==> config.mk <==
export PLATFORM = sky130hd
export DESIGN_NAME = single_div
export DESIGN_NICKNAME = d
export VERILOG_FILES = /design/src/rtl/single_fp_pkg.sv /design/src/rtl/single_div_core.sv /design/src/rtl/single_div.sv
export SDC_FILE = /design/constraint.sdc
export NUM_CORES = 1
export LEC_CHECK = 0
export CAP_MARGIN = 5
export CELL_PAD_IN_SITES_DETAIL_PLACEMENT = 1
export CELL_PAD_IN_SITES_GLOBAL_PLACEMENT = 2
export CORE_MARGIN = 2
export CORE_UTILIZATION = 36
export DETAILED_ROUTE_END_ITERATION = 12
export GPL_TIMING_DRIVEN = 0
export PLACE_DENSITY = 0.86
export RECOVER_POWER = 25
export SLEW_MARGIN = 20
export SYNTH_ARGS = -nofsm -noshare
export SYNTH_HDL_FRONTEND = slang
export SYNTH_SLANG_ARGS = --single-unit
export TNS_END_PERCENT = 20
==> constraint.sdc <==
create_clock -name clock -period 12.1 [get_ports clock]
set_clock_uncertainty 0.1 [all_clocks]
set_input_delay 3.63 -clock clock [delete_from_list [all_inputs] [get_ports clock]]
set_output_delay 3.63 -clock clock [all_outputs]
set_load 0.005 [all_outputs]
==> src/rtl/single_fp_pkg.sv <==
// single_fp_pkg: shared 24-bit float format constants and FSM states.
// Format: sign [23], exponent [22:16] (bias 63), fraction [15:0].
package single_fp_pkg;

  localparam int EXP_W     = 7;
  localparam int FRAC_W    = 16;
  localparam int WORD_W    = 1 + EXP_W + FRAC_W;
  localparam int BIAS      = 63;
  localparam int EXP_MAX   = 127;
  localparam int DIV_STEPS = 19;

  localparam logic [WORD_W-1:0] QNAN = 24'h7F8000;

  typedef enum logic [1:0] {
    S_IDLE,
    S_DIVIDE,
    S_NORM,
    S_DONE
  } state_e;

endpackage

==> src/rtl/single_div_core.sv <==
// single_div_core: restoring significand divider, one quotient bit
// per cycle for DIV_STEPS cycles after load; sticky = OR of remainder.
module single_div_core
  import single_fp_pkg::*;
(
  input  logic              clock,
  input  logic              reset,
  input  logic              load,
  input  logic [FRAC_W:0]   dvd,
  input  logic [FRAC_W:0]   dvs,
  output logic              last,
  output logic [DIV_STEPS-1:0] quot,
  output logic              sticky
);

  logic [FRAC_W+1:0]    rem_q, rem_d;
  logic [FRAC_W:0]      dvs_q;
  logic [DIV_STEPS-1:0] quot_q;
  logic [4:0]           cnt_q;

  logic                 ge;
  logic [FRAC_W+1:0]    r_next;

  // One restoring step: subtract if it fits, then shift remainder.
  always_comb begin
    ge     = rem_q >= {1'b0, dvs_q};
    r_next = ge ? (rem_q - {1'b0, dvs_q}) : rem_q;
    rem_d  = r_next << 1;
  end

  // Load operands, then iterate until the step counter drains.
  always_ff @(posedge clock) begin
    if (reset) begin
      rem_q  <= '0;
      dvs_q  <= '0;
      quot_q <= '0;
      cnt_q  <= '0;
    end else if (load) begin
      rem_q  <= {1'b0, dvd};
      dvs_q  <= dvs;
      quot_q <= '0;
      cnt_q  <= 5'(DIV_STEPS);
    end else if (cnt_q != 5'd0) begin
      rem_q  <= rem_d;
      quot_q <= {quot_q[DIV_STEPS-2:0], ge};
      cnt_q  <= cnt_q - 5'd1;
    end
  end

  assign last   = (cnt_q == 5'd1);
  assign quot   = quot_q;
  assign sticky = |rem_q;

endmodule

==> src/rtl/single_div.sv <==
// single_div: 24-bit float divider with fixed 21-cycle latency.
// Define SINGLE_DIV_FLAGS_EN to add div_by_zero / invalid outputs.
module single_div
  import single_fp_pkg::*;
(
  input  logic              clock,
  input  logic              reset,
  input  logic              start,
  input  logic [WORD_W-1:0] operand1,
  input  logic [WORD_W-1:0] operand2,
  output logic              busy,
  output logic              done,
  output logic [WORD_W-1:0] output_final
`ifdef SINGLE_DIV_FLAGS_EN
  ,
  output logic              div_by_zero,
  output logic              invalid
`endif
);

  localparam logic [EXP_W-1:0] EXP_ONES = EXP_W'(EXP_MAX);
  localparam logic signed [8:0] EMAX_S = 9'(EXP_MAX);

  state_e state_q, state_d;
  logic [WORD_W-1:0] op1_q, op2_q;
  logic [WORD_W-1:0] res_q, res_d;
  logic              done_q, done_d;
  logic              accept;

  logic                 last;
  logic [DIV_STEPS-1:0] quot;
  logic                 sticky;

  assign accept = start & (state_q == S_IDLE);

  single_div_core u_core (
    .clock  (clock),
    .reset  (reset),
    .load   (accept),
    .dvd    ({1'b1, operand1[FRAC_W-1:0]}),
    .dvs    ({1'b1, operand2[FRAC_W-1:0]}),
    .last   (last),
    .quot   (quot),
    .sticky (sticky)
  );

  // Sequencing: IDLE -> DIVIDE -> NORM -> DONE -> IDLE.
  always_comb begin
    state_d = state_q;
    unique case (state_q)
      S_IDLE:   if (start) state_d = S_DIVIDE;
      S_DIVIDE: if (last) state_d = S_NORM;
      S_NORM:   state_d = S_DONE;
      S_DONE:   state_d = S_IDLE;
      default:  state_d = S_IDLE;
    endcase
  end

  logic              s1, s2, sign;
  logic [EXP_W-1:0]  e1, e2;
  logic [FRAC_W-1:0] f1, f2;
  logic              z1, z2, i1, i2, n1, n2;

  assign {s1, e1, f1} = op1_q;
  assign {s2, e2, f2} = op2_q;
  assign sign = s1 ^ s2;
  assign z1 = (e1 == '0);
  assign z2 = (e2 == '0);
  assign i1 = (e1 == EXP_ONES) & (f1 == '0);
  assign i2 = (e2 == EXP_ONES) & (f2 == '0);
  assign n1 = (e1 == EXP_ONES) & (f1 != '0);
  assign n2 = (e2 == EXP_ONES) & (f2 != '0);

  logic              q_msb, grd, stk, rnd_up;
  logic [FRAC_W-1:0] frac;
  logic [FRAC_W:0]   frac_r;
  logic [8:0]        exp_n;
  logic              ovf, unf;
  logic              res_nan, res_dbz;

  // Normalise the raw quotient, round to nearest even, form exponent.
  always_comb begin
    q_msb  = quot[DIV_STEPS-1];
    frac   = q_msb ? quot[17:2] : quot[16:1];
    grd    = q_msb ? quot[1] : quot[0];
    stk    = q_msb ? (quot[0] | sticky) : sticky;
    rnd_up = grd & (stk | frac[0]);
    frac_r = {1'b0, frac} + {{FRAC_W{1'b0}}, rnd_up};
    exp_n  = {2'b00, e1} - {2'b00, e2} + 9'(BIAS)
           - {8'd0, ~q_msb} + {8'd0, frac_r[FRAC_W]};
    ovf    = $signed(exp_n) >= EMAX_S;
    unf    = $signed(exp_n) <= 9'sd0;
  end

  // Special operands take precedence over the arithmetic result.
  always_comb begin
    res_nan = n1 | n2 | (z1 & z2) | (i1 & i2);
    res_dbz = z2 & ~res_nan;
    res_d   = {sign, exp_n[EXP_W-1:0], frac_r[FRAC_W-1:0]};
    if (res_nan)
      res_d = QNAN;
    else if (z2 | i1)
      res_d = {sign, EXP_ONES, {FRAC_W{1'b0}}};
    else if (i2 | z1)
      res_d = {sign, {(WORD_W-1){1'b0}}};
    else if (ovf)
      res_d = {sign, EXP_ONES, {FRAC_W{1'b0}}};
    else if (unf)
      res_d = {sign, {(WORD_W-1){1'b0}}};
  end

  assign done_d = (state_q == S_NORM);

  // Control state and result registers.
  always_ff @(posedge clock) begin
    if (reset) begin
      state_q <= S_IDLE;
      done_q  <= 1'b0;
      res_q   <= '0;
      op1_q   <= '0;
      op2_q   <= '0;
    end else begin
      state_q <= state_d;
      done_q  <= done_d;
      if (done_d) res_q <= res_d;
      if (accept) begin
        op1_q <= operand1;
        op2_q <= operand2;
      end
    end
  end

`ifdef SINGLE_DIV_FLAGS_EN
  logic dbz_q, inv_q;

  // Flags follow the result register.
  always_ff @(posedge clock) begin
    if (reset) begin
      dbz_q <= 1'b0;
      inv_q <= 1'b0;
    end else if (done_d) begin
      dbz_q <= res_dbz;
      inv_q <= res_nan;
    end
  end

  assign div_by_zero = dbz_q;
  assign invalid     = inv_q;
`endif

  assign busy         = (state_q != S_IDLE);
  assign done         = done_q;
  assign output_final = res_q;

endmodule

==> impl_metrics.env <==
export IMPL_reg2reg_depth=21
export IMPL_drtIter0Drc=332
export IMPL_ys_top_cells_by_area="dfxtp_1, nand2_1, a21oi_1"
export IMPL_viasPerCell=5.32
export IMPL_synth_nets=942
export IMPL_whs_endpoint="op1_q[0]$_SDFFE_PP0P_"
export IMPL_pin_count=77
export IMPL_die_area_um2=19400
export IMPL_slew_viol_final=0
export IMPL_antenna_cells=0
export IMPL_cts_made_buffers=17
export IMPL_cp_data_arrival_time_ns=6.54
export IMPL_synth_top_cell_by_area="dfxtp_1"
export IMPL_grt_pass1_wl_um=33400
export IMPL_synth_edf_count=0
export IMPL_synthDistinctLibCells=54
export IMPL_nNetsFinal=1037
export IMPL_slew_headroom_pct=50.7
export IMPL_synthTopCellsByCount="nand2_1, a21oi_1, dfxtp_1, nor2_1, o21ai_0"
export IMPL_yosys_warnings=0
export IMPL_yosysTopAreaCellShare_pct=35.9
export IMPL_cap_violations=0
export IMPL_rows=49
export IMPL_ctsHoldBuffers=0
export IMPL_cp_top_family="simple AND/OR/NAND/NOR gates"
export IMPL_worst_path_stages=21
export IMPL_cts_clk_slew_worst_paths_ns=0.06
export IMPL_overflow=0
export IMPL_ys_async_sr_fraction_pct=0
export IMPL_ir_drop_mv=0.122
export IMPL_fp_dieW_um=139
export IMPL_r2r_start="u_core.quot[18]$_SDFFE_PP0P_"
export IMPL_port_buffers=76
export IMPL_place_hpwl_um=15800
export IMPL_core_um2=18000
export IMPL_worst_pin_slew_ns=0.737
export IMPL_regToRegEndpoint="output_final[1]$_SDFFE_PP0P_"
export IMPL_endpoint_kind="register"
export IMPL_startpoint_type="register"
export IMPL_syn_avg_cell_area_um2=7.74
export IMPL_wl_per_cell_um=17.1
export IMPL_min_period_ns=6.29
export IMPL_yosys_cell_count_top_type="nand2_1"
export IMPL_hp_start="op1_q[0]$_SDFFE_PP0P_"
export IMPL_critPathRequiredTime_ns=12.36
export IMPL_synthFlopType="dfxtp_1"
export IMPL_min_delay_path_depth=2
export IMPL_power_density_nw_per_um2=281
export IMPL_initial_utilization_pct=36.6
export IMPL_grt_max_degree=17
export IMPL_postSynthCellCount=849
export IMPL_finalSetupTns_ns=0
export IMPL_syn_area_um2=6570
export IMPL_tritoncts="yes"
export IMPL_max_freq_mhz=159
export IMPL_antenna_found_initial=0
export IMPL_setup_violations_final=0
export IMPL_root_buffer="clkbuf_16"
export IMPL_drcViolationCount=0
export IMPL_finalHoldViolCount=0
export IMPL_drtPass1Iterations=5
export IMPL_status="finished, final reports clean"
export IMPL_vias=6308
export IMPL_postCtsSetupBuffers=0
export IMPL_cpPeakStageDelay_ns=0.48
export IMPL_rsz0062_at_grt="no"
export IMPL_die_h_um=139
export IMPL_ant_nets=0
export IMPL_synthToLayoutAreaGrowth_pct=24.2
export IMPL_fin_crit_sh_pct=52.0
export IMPL_grt_pass1_vias=6451
export IMPL_slowest_stage="clkbuf_1"
export IMPL_worst_r2r_setup_slack_ns=5.81
export IMPL_drt_total_wl_um=20300
export IMPL_clock_latency_ns=0.41
export IMPL_cts_path_max_buffers=2
export IMPL_hp_class="register to register"
export IMPL_path_buf_inv=5
export IMPL_layout_drive_gt1_share_pct=4.70
export IMPL_track_usage_pct=21.4
export IMPL_leakagePower_nw=3.11
export IMPL_hold_ws_ns=0.360
export IMPL_gp_congestion=0.873
export IMPL_worstPathCellList="buf_2 -> buf_1 -> clkbuf_1 -> mux2_2 -> ha_1 -> nand4_1 -> or3_1 -> nor3_1 -> fa_1 -> ha_1 -> fa_1 -> a211oi_1 -> o21bai_1 -> a21oi_1 -> a21oi_1 -> or3_1 -> buf_2 -> or4_4 -> nor2b_4 -> buf_6 -> a22o_1"
export IMPL_ys_ff_latch=118
export IMPL_cts_resized=0
export IMPL_crit_fanout=10
export IMPL_htree_levels=4
export IMPL_cts_sinks=118
export IMPL_yosysSeqAreaShare_pct=35.9
export IMPL_critPathKind="register to register"
worst register-to-register path, delay by kind of cell, from the launching register on:
family                   cells  cell delay (ns)
flip-flops                   1             0.43
AND/OR/NAND/NOR              6             1.60
AO/OA/AOI/OAI                5             0.81
buffers and inverters        5             1.55
adder cells (fa/ha/maj)      4             1.35
multiplexers                 1             0.40
layer usage:
metal,part of all wire [%],global-route usage [%],wire length (um)
met1,46,27.0,9410
met2,50,38.0,10100
met3,2.8,3.63,578
met4,1.0,5.42,212
met5,0,0,0
through the flow:
step	total power, W	setup slack, ns	instances	utilization (%)	cell area (um2)
final	0.00229	5.81	1186	45.4	8160
after global routing	0.00250	5.40	1186	45.4	8160
after CTS	0.00231	5.71	1186	45.4	8160
after detailed placement	0.00184	5.75	1154	42.4	7620
after global placement	0.00182	5.76	1154	42.4	7620
after floorplan	0.00147	6.80	849	-	6570
worst max-delay path by stage:
stage | slack [ns] | startpoint | to
after floorplan | 6.80 | u_core.quot[18]$_SDFFE_PP0P_ | output_final[10]$_SDFFE_PP0P_
after global placement | 5.76 | u_core.quot[18]$_SDFFE_PP0P_ | output_final[1]$_SDFFE_PP0P_
after detailed placement | 5.75 | u_core.quot[18]$_SDFFE_PP0P_ | output_final[1]$_SDFFE_PP0P_
after CTS | 5.71 | u_core.quot[18]$_SDFFE_PP0P_ | output_final[1]$_SDFFE_PP0P_
after global routing | 5.40 | u_core.quot[18]$_SDFFE_PP0P_ | output_final[1]$_SDFFE_PP0P_
final | 5.81 | u_core.quot[18]$_SDFFE_PP0P_ | output_final[1]$_SDFFE_PP0P_
logic make-up after synthesis:
| family | share of synthesized area [%] |
|---|---|
| AOI/OAI and AO/OA | 24.5 |
| buffers and inverters | 5.10 |
| xor gates and xnor gates | 4.26 |
| and+or+nand+nor | 19.9 |
| adders and majority gates | 8.45 |
| muxes | 1.88 |
| DFF | 35.9 |
state kept, by name (all words and copies together) (netlist names), 2 cells and up:
register,count
u_core.rem_q,18
u_core.quot,19
u_core.cnt_q,5
op2_q,24
output_final,24
state_q,2
op1_q,24
area by class of cell:
type | count | area, um2
clock inverter | 14 | 101
sequential | 118 | 2360
fill | 2209 | 9800
timing repair buffer | 76 | 761
buffer | 43 | 178
tap | 229 | 287
multi-input combinational | 646 | 3880
inverter | 42 | 158
clock buffer | 18 | 439
power breakdown:
part	total, W	switching [W]	leakage (nW)	internal [W]
combinational	0.00129	0.000783	1.89	0.000508
sequential	0.000541	0.0000729	0.965	0.000468
clock	0.000462	0.000194	0.255	0.000268
cell usage in the layout (no fill, tap or decap), drive strengths merged, types with 6 or more instances in the layout:
cell type      instances
clkdlybuf4s50         49
xnor2                 16
o21ai                 46
mux2i                  9
nor4                  14
a211oi                23
nand4                  7
o21a                   8
nor3                  16
a22o                  11
a21o                   9
a31oi                  6
inv                   46
dlygate4sd3           27
xor2                  16
a21oi                120
o22ai                 13
buf                    7
nor2b                 10
nand2b                 8
nand2                162
nor2                  50
dfxtp                118
ha                    38
clkbuf                54
(Power assumes the default switching activity.)
